## config.mk

```make
export PLATFORM = sky130hd
export DESIGN_NAME = counter_enable_ctrl_flat
export DESIGN_NICKNAME = d
export VERILOG_FILES = /design/src/rtl/counter_enable_ctrl_if.sv /design/src/rtl/counter_enable_ctrl.sv /design/src/flat_wrapper.sv
export SDC_FILE = /design/constraint.sdc
export NUM_CORES = 1
export LEC_CHECK = 0
export CORE_ASPECT_RATIO = 1.25
export CORE_MARGIN = 5
export CORE_UTILIZATION = 61
export DETAILED_ROUTE_END_ITERATION = 8
export PLACE_DENSITY_LB_ADDON = 0.05
export SKIP_CTS_REPAIR_TIMING = 1
export SLEW_MARGIN = 25
export SYNTH_ARGS = -nofsm -noshare
export SYNTH_HDL_FRONTEND = slang
export SYNTH_SLANG_ARGS = --single-unit
export TNS_END_PERCENT = 20
```

## constraint.sdc

```tcl
create_clock -name clk -period 4.3 [get_ports clk]
set_input_delay 1.075 -clock clk [delete_from_list [all_inputs] [get_ports clk]]
set_output_delay 1.075 -clock clk [all_outputs]
set_load 0.05 [all_outputs]
```

## src/rtl/counter_enable_ctrl_if.sv

```systemverilog
// Purpose : groups the button/step requests and the enable/status outputs of counter_enable_ctrl.
// Latency : n/a (signal bundle only).
// Backpressure: none; every signal is a level or a 1-cycle pulse, with no handshake.
// Ports (via modports):
//   btn_in      raw asynchronous push-button level, 1 = pressed   (master -> slave)
//   single_step synchronous 1-cycle request for one enable strobe (master -> slave)
//   enable      registered 1-cycle enable strobe to the counter   (slave -> master)
//   running     registered, 1 while the controller is in RUN      (slave -> master)
//   btn_evt     registered 1-cycle pulse per debounced press      (slave -> master)
interface counter_enable_ctrl_if;
   logic btn_in;
   logic single_step;
   logic enable;
   logic running;
   logic btn_evt;

   modport master (
      output btn_in,
      output single_step,
      input  enable,
      input  running,
      input  btn_evt
   );

   modport slave (
      input  btn_in,
      input  single_step,
      output enable,
      output running,
      output btn_evt
   );
endinterface

```

## src/rtl/counter_enable_ctrl.sv

```systemverilog
// Purpose : run/stop + single-step controller producing the counter enable strobe from a debounced button.
// Latency : press -> btn_evt after DEBOUNCE+3 edges, btn_evt -> running 1 edge, step request -> enable 2 edges.
// Backpressure: none; requests arriving while they cannot be honoured (step in RUN/STEP, press in STEP) are dropped.
// Ports:
//   clk    in  system clock, rising edge
//   reset  in  asynchronous active-low reset
//   bus    slave modport of counter_enable_ctrl_if (btn_in, single_step in; enable, running, btn_evt out)
module counter_enable_ctrl #(
   parameter int DEBOUNCE = 4,
   parameter int PRESCALE = 10,
   parameter int CNT_W    = 8
) (
   input logic                   clk,
   input logic                   reset,
   counter_enable_ctrl_if.slave  bus
);

   typedef enum logic [1:0] {
      ST_IDLE = 2'd0,
      ST_RUN  = 2'd1,
      ST_STEP = 2'd2
   } state_t;

   localparam logic [CNT_W-1:0] DB_LAST = CNT_W'(DEBOUNCE - 1);
   localparam logic [CNT_W-1:0] PS_LAST = CNT_W'(PRESCALE - 1);
   localparam logic [CNT_W-1:0] CNT_ONE = CNT_W'(1);

   logic             r_s1;
   logic             r_s2;
   logic             r_db;
   logic             r_db_q;
   logic [CNT_W-1:0] r_dcnt;
   logic             r_btn_evt;

   state_t           r_state;
   logic [CNT_W-1:0] r_pcnt;
   logic             r_enable;
   logic             r_running;

   // Synchroniser, debounce and press detection.
   always_ff @(posedge clk or negedge reset) begin
      if (!reset) begin
         r_s1      <= 1'b0;
         r_s2      <= 1'b0;
         r_db      <= 1'b0;
         r_db_q    <= 1'b0;
         r_dcnt    <= '0;
         r_btn_evt <= 1'b0;
      end else begin
         r_s1   <= bus.btn_in;
         r_s2   <= r_s1;
         r_db_q <= r_db;
         // Pulse is taken from the registered rise of the accepted level,
         // so it lands one edge after the level itself is accepted.
         r_btn_evt <= r_db & ~r_db_q;
         if (r_s2 != r_db) begin
            // Accept only after DEBOUNCE consecutive mismatching samples.
            if (r_dcnt == DB_LAST) begin
               r_db   <= r_s2;
               r_dcnt <= '0;
            end else begin
               r_dcnt <= r_dcnt + CNT_ONE;
            end
         end else begin
            // Any sample agreeing with the accepted level restarts the count.
            r_dcnt <= '0;
         end
      end
   end

   // Control FSM with prescaler; all outputs registered.
   always_ff @(posedge clk or negedge reset) begin
      if (!reset) begin
         r_state   <= ST_IDLE;
         r_pcnt    <= '0;
         r_enable  <= 1'b0;
         r_running <= 1'b0;
      end else begin
         r_enable <= 1'b0;
         case (r_state)
            ST_IDLE: begin
               r_pcnt <= '0;
               // A press wins over a simultaneous step request.
               if (r_btn_evt) begin
                  r_state   <= ST_RUN;
                  r_running <= 1'b1;
               end else if (bus.single_step) begin
                  r_state <= ST_STEP;
               end
            end
            ST_RUN: begin
               if (r_btn_evt) begin
                  r_state   <= ST_IDLE;
                  r_running <= 1'b0;
                  r_pcnt    <= '0;
               end else if (r_pcnt == PS_LAST) begin
                  // With PRESCALE=1 this fires every cycle.
                  r_pcnt   <= '0;
                  r_enable <= 1'b1;
               end else begin
                  r_pcnt <= r_pcnt + CNT_ONE;
               end
            end
            ST_STEP: begin
               r_enable <= 1'b1;
               r_state  <= ST_IDLE;
            end
            default: begin
               r_state   <= ST_IDLE;
               r_running <= 1'b0;
               r_pcnt    <= '0;
            end
         endcase
      end
   end

   assign bus.enable  = r_enable;
   assign bus.running = r_running;
   assign bus.btn_evt = r_btn_evt;

endmodule

```

## src/flat_wrapper.sv

```systemverilog
// flat-port wrapper written by rule: the top's interface ports become plain ports
module counter_enable_ctrl_flat 
#(
   parameter int DEBOUNCE = 4,
   parameter int PRESCALE = 10,
   parameter int CNT_W    = 8
)
  (clk, reset, bus_btn_in, bus_single_step, bus_enable, bus_running, bus_btn_evt);
  counter_enable_ctrl_if bus_i ();
  input logic clk;
  input logic reset;
  input wire logic [$bits(bus_i.btn_in)-1:0] bus_btn_in;
  input wire logic [$bits(bus_i.single_step)-1:0] bus_single_step;
  output wire logic [$bits(bus_i.enable)-1:0] bus_enable;
  output wire logic [$bits(bus_i.running)-1:0] bus_running;
  output wire logic [$bits(bus_i.btn_evt)-1:0] bus_btn_evt;
  assign bus_i.btn_in = bus_btn_in;
  assign bus_i.single_step = bus_single_step;
  assign bus_enable = bus_i.enable;
  assign bus_running = bus_i.running;
  assign bus_btn_evt = bus_i.btn_evt;
  counter_enable_ctrl #(.DEBOUNCE(DEBOUNCE), .PRESCALE(PRESCALE), .CNT_W(CNT_W)) u_core (.clk(clk), .reset(reset), .bus(bus_i));
endmodule
```

======== Yosys cells after proc, flatten, opt, wreduce, memory -nomap -nowiden ========
Index checks and enable logic that the tools add are counted.
word-level totals
  register bits after elaboration ......... 25
  input bits .............................. 4
  logic and storage cells ................. 42
cells by class
  $add $sub $neg .......................... 2
  eq/ne operators ......................... 8
  mux-type cells .......................... 15
  bitwise operators ....................... 3
  reductions and logical operators ........ 4
operators by type and width
  operator                                             count
  2-to-1 mux 8 bit                                     4
  adder 8 x 1 -> 8 bit, second input constant          2
  one-hot mux 8 bit (2 select lines)                   1
  equality test 8 x 2 -> 1 bit, second input constant  1
  equality test 8 x 4 -> 1 bit, second input constant  1
  2-to-1 mux 2 bit                                     3
  2-to-1 mux 1 bit                                     4
  != test 2 x 1 -> 1 bit, second input constant        2
  one-hot mux 2 bit (2 select lines)                   1
  AND reduction 2 bit                                  2
  != test 3 x 2 -> 1 bit, second input constant        1
  one-hot mux 1 bit (3 select lines)                   1
  AND reduction 3 bit                                  1
  equality test 2 x 1 -> 1 bit, second input constant  1
  equality test 2 bit, second input constant           1
  logical NOT 2 bit                                    1
  NOT 1 bit                                            2
  one-hot mux 1 bit (2 select lines)                   1
  bitwise AND 1 bit                                    1
  != test 1 bit                                        1

======== Depth between registers and ports, before layout ========
  depth after elaboration ................. 4
  mapped depth ............................ 6
  gate-level depth less buffers ........... 5

======== Worst setup path after synthesis ========
OpenSTA, ideal clock, no wires.
  kind .................................... register to output
  start point ............................. register u_core.r_btn_evt, in the netlist u_core.bus.btn_evt
  end point ............................... output port bus_btn_evt
  arrival time ............................ 0.638 ns
  path slack .............................. 2.587 ns
  stages on the path, launching flop included .. 1
  buffers on the path ..................... 0
  path through ............................ dfrtp_1
RTL lines
  item                    line                       RTL
  start, declared         counter_enable_ctrl.sv:33  logic r_btn_evt;
  start signal, assigned  counter_enable_ctrl.sv:55  r_btn_evt <= r_db & ~r_db_q;
  end, declared           flat_wrapper.sv:16         output wire logic [$bits(bus_i.btn_evt)-1:0] bus_btn_evt;
No word-level cell between the ends.

======== Worst setup path in the final report ========
  start point ............................. register u_core.r_btn_evt, in the netlist u_core.bus.btn_evt
  end point ............................... output port bus_btn_evt
No word-level cell between the ends.

==> results.json <==
{
  "status": "complete, no violations",
  "crit_path_start": "u_core.bus.btn_evt",
  "grt_antenna_before_repair": 0,
  "ios": 7,
  "clock_sinks": 25,
  "worst_ir_drop_vdd_mv": 0.363,
  "crit_arrival_ps": 1560,
  "slowest_stage": "clkdlybuf4s50_1",
  "setup_ws_ps": 1660,
  "area_delta_synth_final_pct": 8.54,
  "dp_slack_ps": 2020,
  "power_density_mw_per_mm2": 524,
  "path_clk_slew_ps": 130,
  "hold_violations": 0,
  "rr_worst_depth": 5,
  "postPlaceCellArea_mm2": 0.00126,
  "seq_area_frac_synth": 0.527,
  "synth_area_leaders": "dfrtp_1 53%, ha_1 6.3%, xor2_1 4.4%, a21oi_1 4.2%, o21ai_0 3.4%",
  "path_max_fanout": 5,
  "setup.worst_path.start_class": "register",
  "htree_num_levels": 1,
  "layout.nets": 128,
  "drv_slew": 0,
  "final_cell_area_mm2": 0.00129,
  "slew_headroom": 0.632,
  "max_stage_delay_ps": 830,
  "cpLargestDelayFamily": "buffers and inverters",
  "wl_per_cell_um": 14.1,
  "crit_chain": "clkdlybuf4s50_1",
  "cts_made_buffers": 3,
  "cts_buffer_depth": 2,
  "endpoint": "bus_btn_evt",
  "cp_num_buf_inv": 1,
  "grt_overflow_total": 0,
  "r2r-end": "u_core.r_pcnt[5]",
  "die_h_um": 59.3,
  "max-cap-violations": 0,
  "synth_area_mm2": 0.00119,
  "dieArea_mm2": 0.00293,
  "async_flop_share": 1.00,
  "ys_seq_elements": 25,
  "cp_data_required_time_ps": 3220,
  "grt_usage": 0.165,
  "hold_class": "reg -> reg",
  "rows": 17,
  "place.port_buffers": 6,
  "ys_warn_count": 0,
  "first_global_vias": 914,
  "ys.flop_type": "dfrtp_1",
  "drc": 0,
  "gp_congestion": 0.731,
  "die_w_um": 49.5,
  "finalPower_mw": 0.675,
  "wirelength_um": 1910,
  "vias_per_cell": 5.99,
  "critPathKind": "reg -> out",
  "synth_cells": 108,
  "tightestPinTransition_ps": 553,
  "core_area_mm2": 0.00181,
  "setup_tns_ps": 0,
  "ant_nets": 0,
  "grt_pass1_wl_um": 3770,
  "via_count": 814,
  "fin_skew_ps": 2.31,
  "hpwl_um": 1420,
  "yosysTopAreaCellShare": 0.527,
  "fin_crit_sh": 0.613,
  "yosysTopAreaCell": "dfrtp_1",
  "rsz0062_at_grt": "no",
  "synth_nets": 118,
  "first_pass_iters": 4,
  "start_util": 0.657,
  "min_from": "u_core.r_s1",
  "synth_commonest_cells": "25 x dfrtp_1, 10 x a21oi_1, 8 x inv_1, 8 x o21ai_0",
  "cts_tree": "built",
  "drt_iter0_markers": 13,
  "cp-end-kind": "output pin",
  "r2r_slack_ps": 2560,
  "clk_latency_ps": 300,
  "synth.avg_cell_area_um2": 11.0,
  "p_leak_nw": 0.558,
  "clock.fmax_mhz": 379,
  "cts_root_buf": "clkbuf_4",
  "setup_violations": 0,
  "period_needed_ps": 2640,
  "yosysMostFrequentCell": "dfrtp_1",
  "antennaDiodeCount": 0,
  "ys_types": 29,
  "drive_gt1_frac": 0.0769,
  "r2r-start": "u_core.r_state[0]",
  "synth_edf_count": 0,
  "cp.depth": 1,
  "grt_max_degree": 26
}
==> through the flow <==
step                hold WS, ps  utilization  cells
finish                      376        0.713    136
global route                400        0.713    136
CTS                         383        0.713    136
detailed placement          342        0.698    132
global placement            344        0.701    132
floorplan                   331            -    108
==> placed cells by master, fill, tap and decap left out, types with 2 or more instances in the layout <==
cell,n
nor2b_1,2
nand3_1,3
nand4_1,2
nand4b_1,2
dfrtp_1,25
o21ai_0,8
or3_1,6
clkbuf_4,3
xnor2_1,2
xor2_1,6
clkdlybuf4s50_1,5
ha_1,6
inv_1,8
a21oi_1,10
nor2_1,6
nand2_1,5
a22oi_1,3
==> routing by layer <==
metal	GRT usage	vias up	routed length [um]
met5	0	-	0
met4	0.0674	0	25
met3	0.0353	4	42
li1	-	398	-
met1	0.174	404	784
met2	0.313	8	1060
==> worst min path at each step <==
stage | cells after the start | to | slack (ps)
after global placement | 0 | u_core.r_s2 | 340
after global routing | 0 | u_core.r_s2 | 400
final | 0 | u_core.r_s2 | 380
after detailed placement | 0 | u_core.r_s2 | 340
after CTS | 0 | u_core.r_s2 | 380
after floorplan | 0 | u_core.r_s2 | 330
==> cell families (layout without fill, tap and decap cells) <==
family                   count (synthesis)  after routing  share of synthesized area
buffers and inverters                    9             18                     0.0284
XOR/XNOR                                 8              8                     0.0590
adder cells (fa/ha/maj)                  6              6                     0.0632
multiplexers                             2              2                     0.0179
AND/OR/NAND/NOR                         32             32                      0.157
flip-flops                              25             25                      0.527
AO/OA/AOI/OAI                           26             26                      0.148
==> flip-flops by register name, indices dropped and copies added, names as in the netlist <==
signal / count
u_core.r_dcnt: 8
u_core.r_state: 2
u_core.r_pcnt: 8
u_core.bus.enable: 1
u_core.bus.running: 1
u_core.r_s2: 1
u_core.r_db_q: 1
u_core.bus.btn_evt: 1
u_core.r_s1: 1
u_core.r_db: 1
==> layout make-up <==
type	count	area [um^2]
Clock buffer	4	26.3
Multi-Input combinational cell	74	528
Tap cell	19	23.8
Inverter	8	30.0
Sequential cell	25	626
Fill cell	148	519
Timing Repair Buffer	6	55.1
==> report_power, final <==
group | leakage (nW) | internal [mW] | switching, mW
clock | 0.0150 | 0.0361 | 0.0637
combinational | 0.211 | 0.0995 | 0.147
sequential | 0.332 | 0.283 | 0.0454
Note: power is estimated with default switching activity, not from simulation.
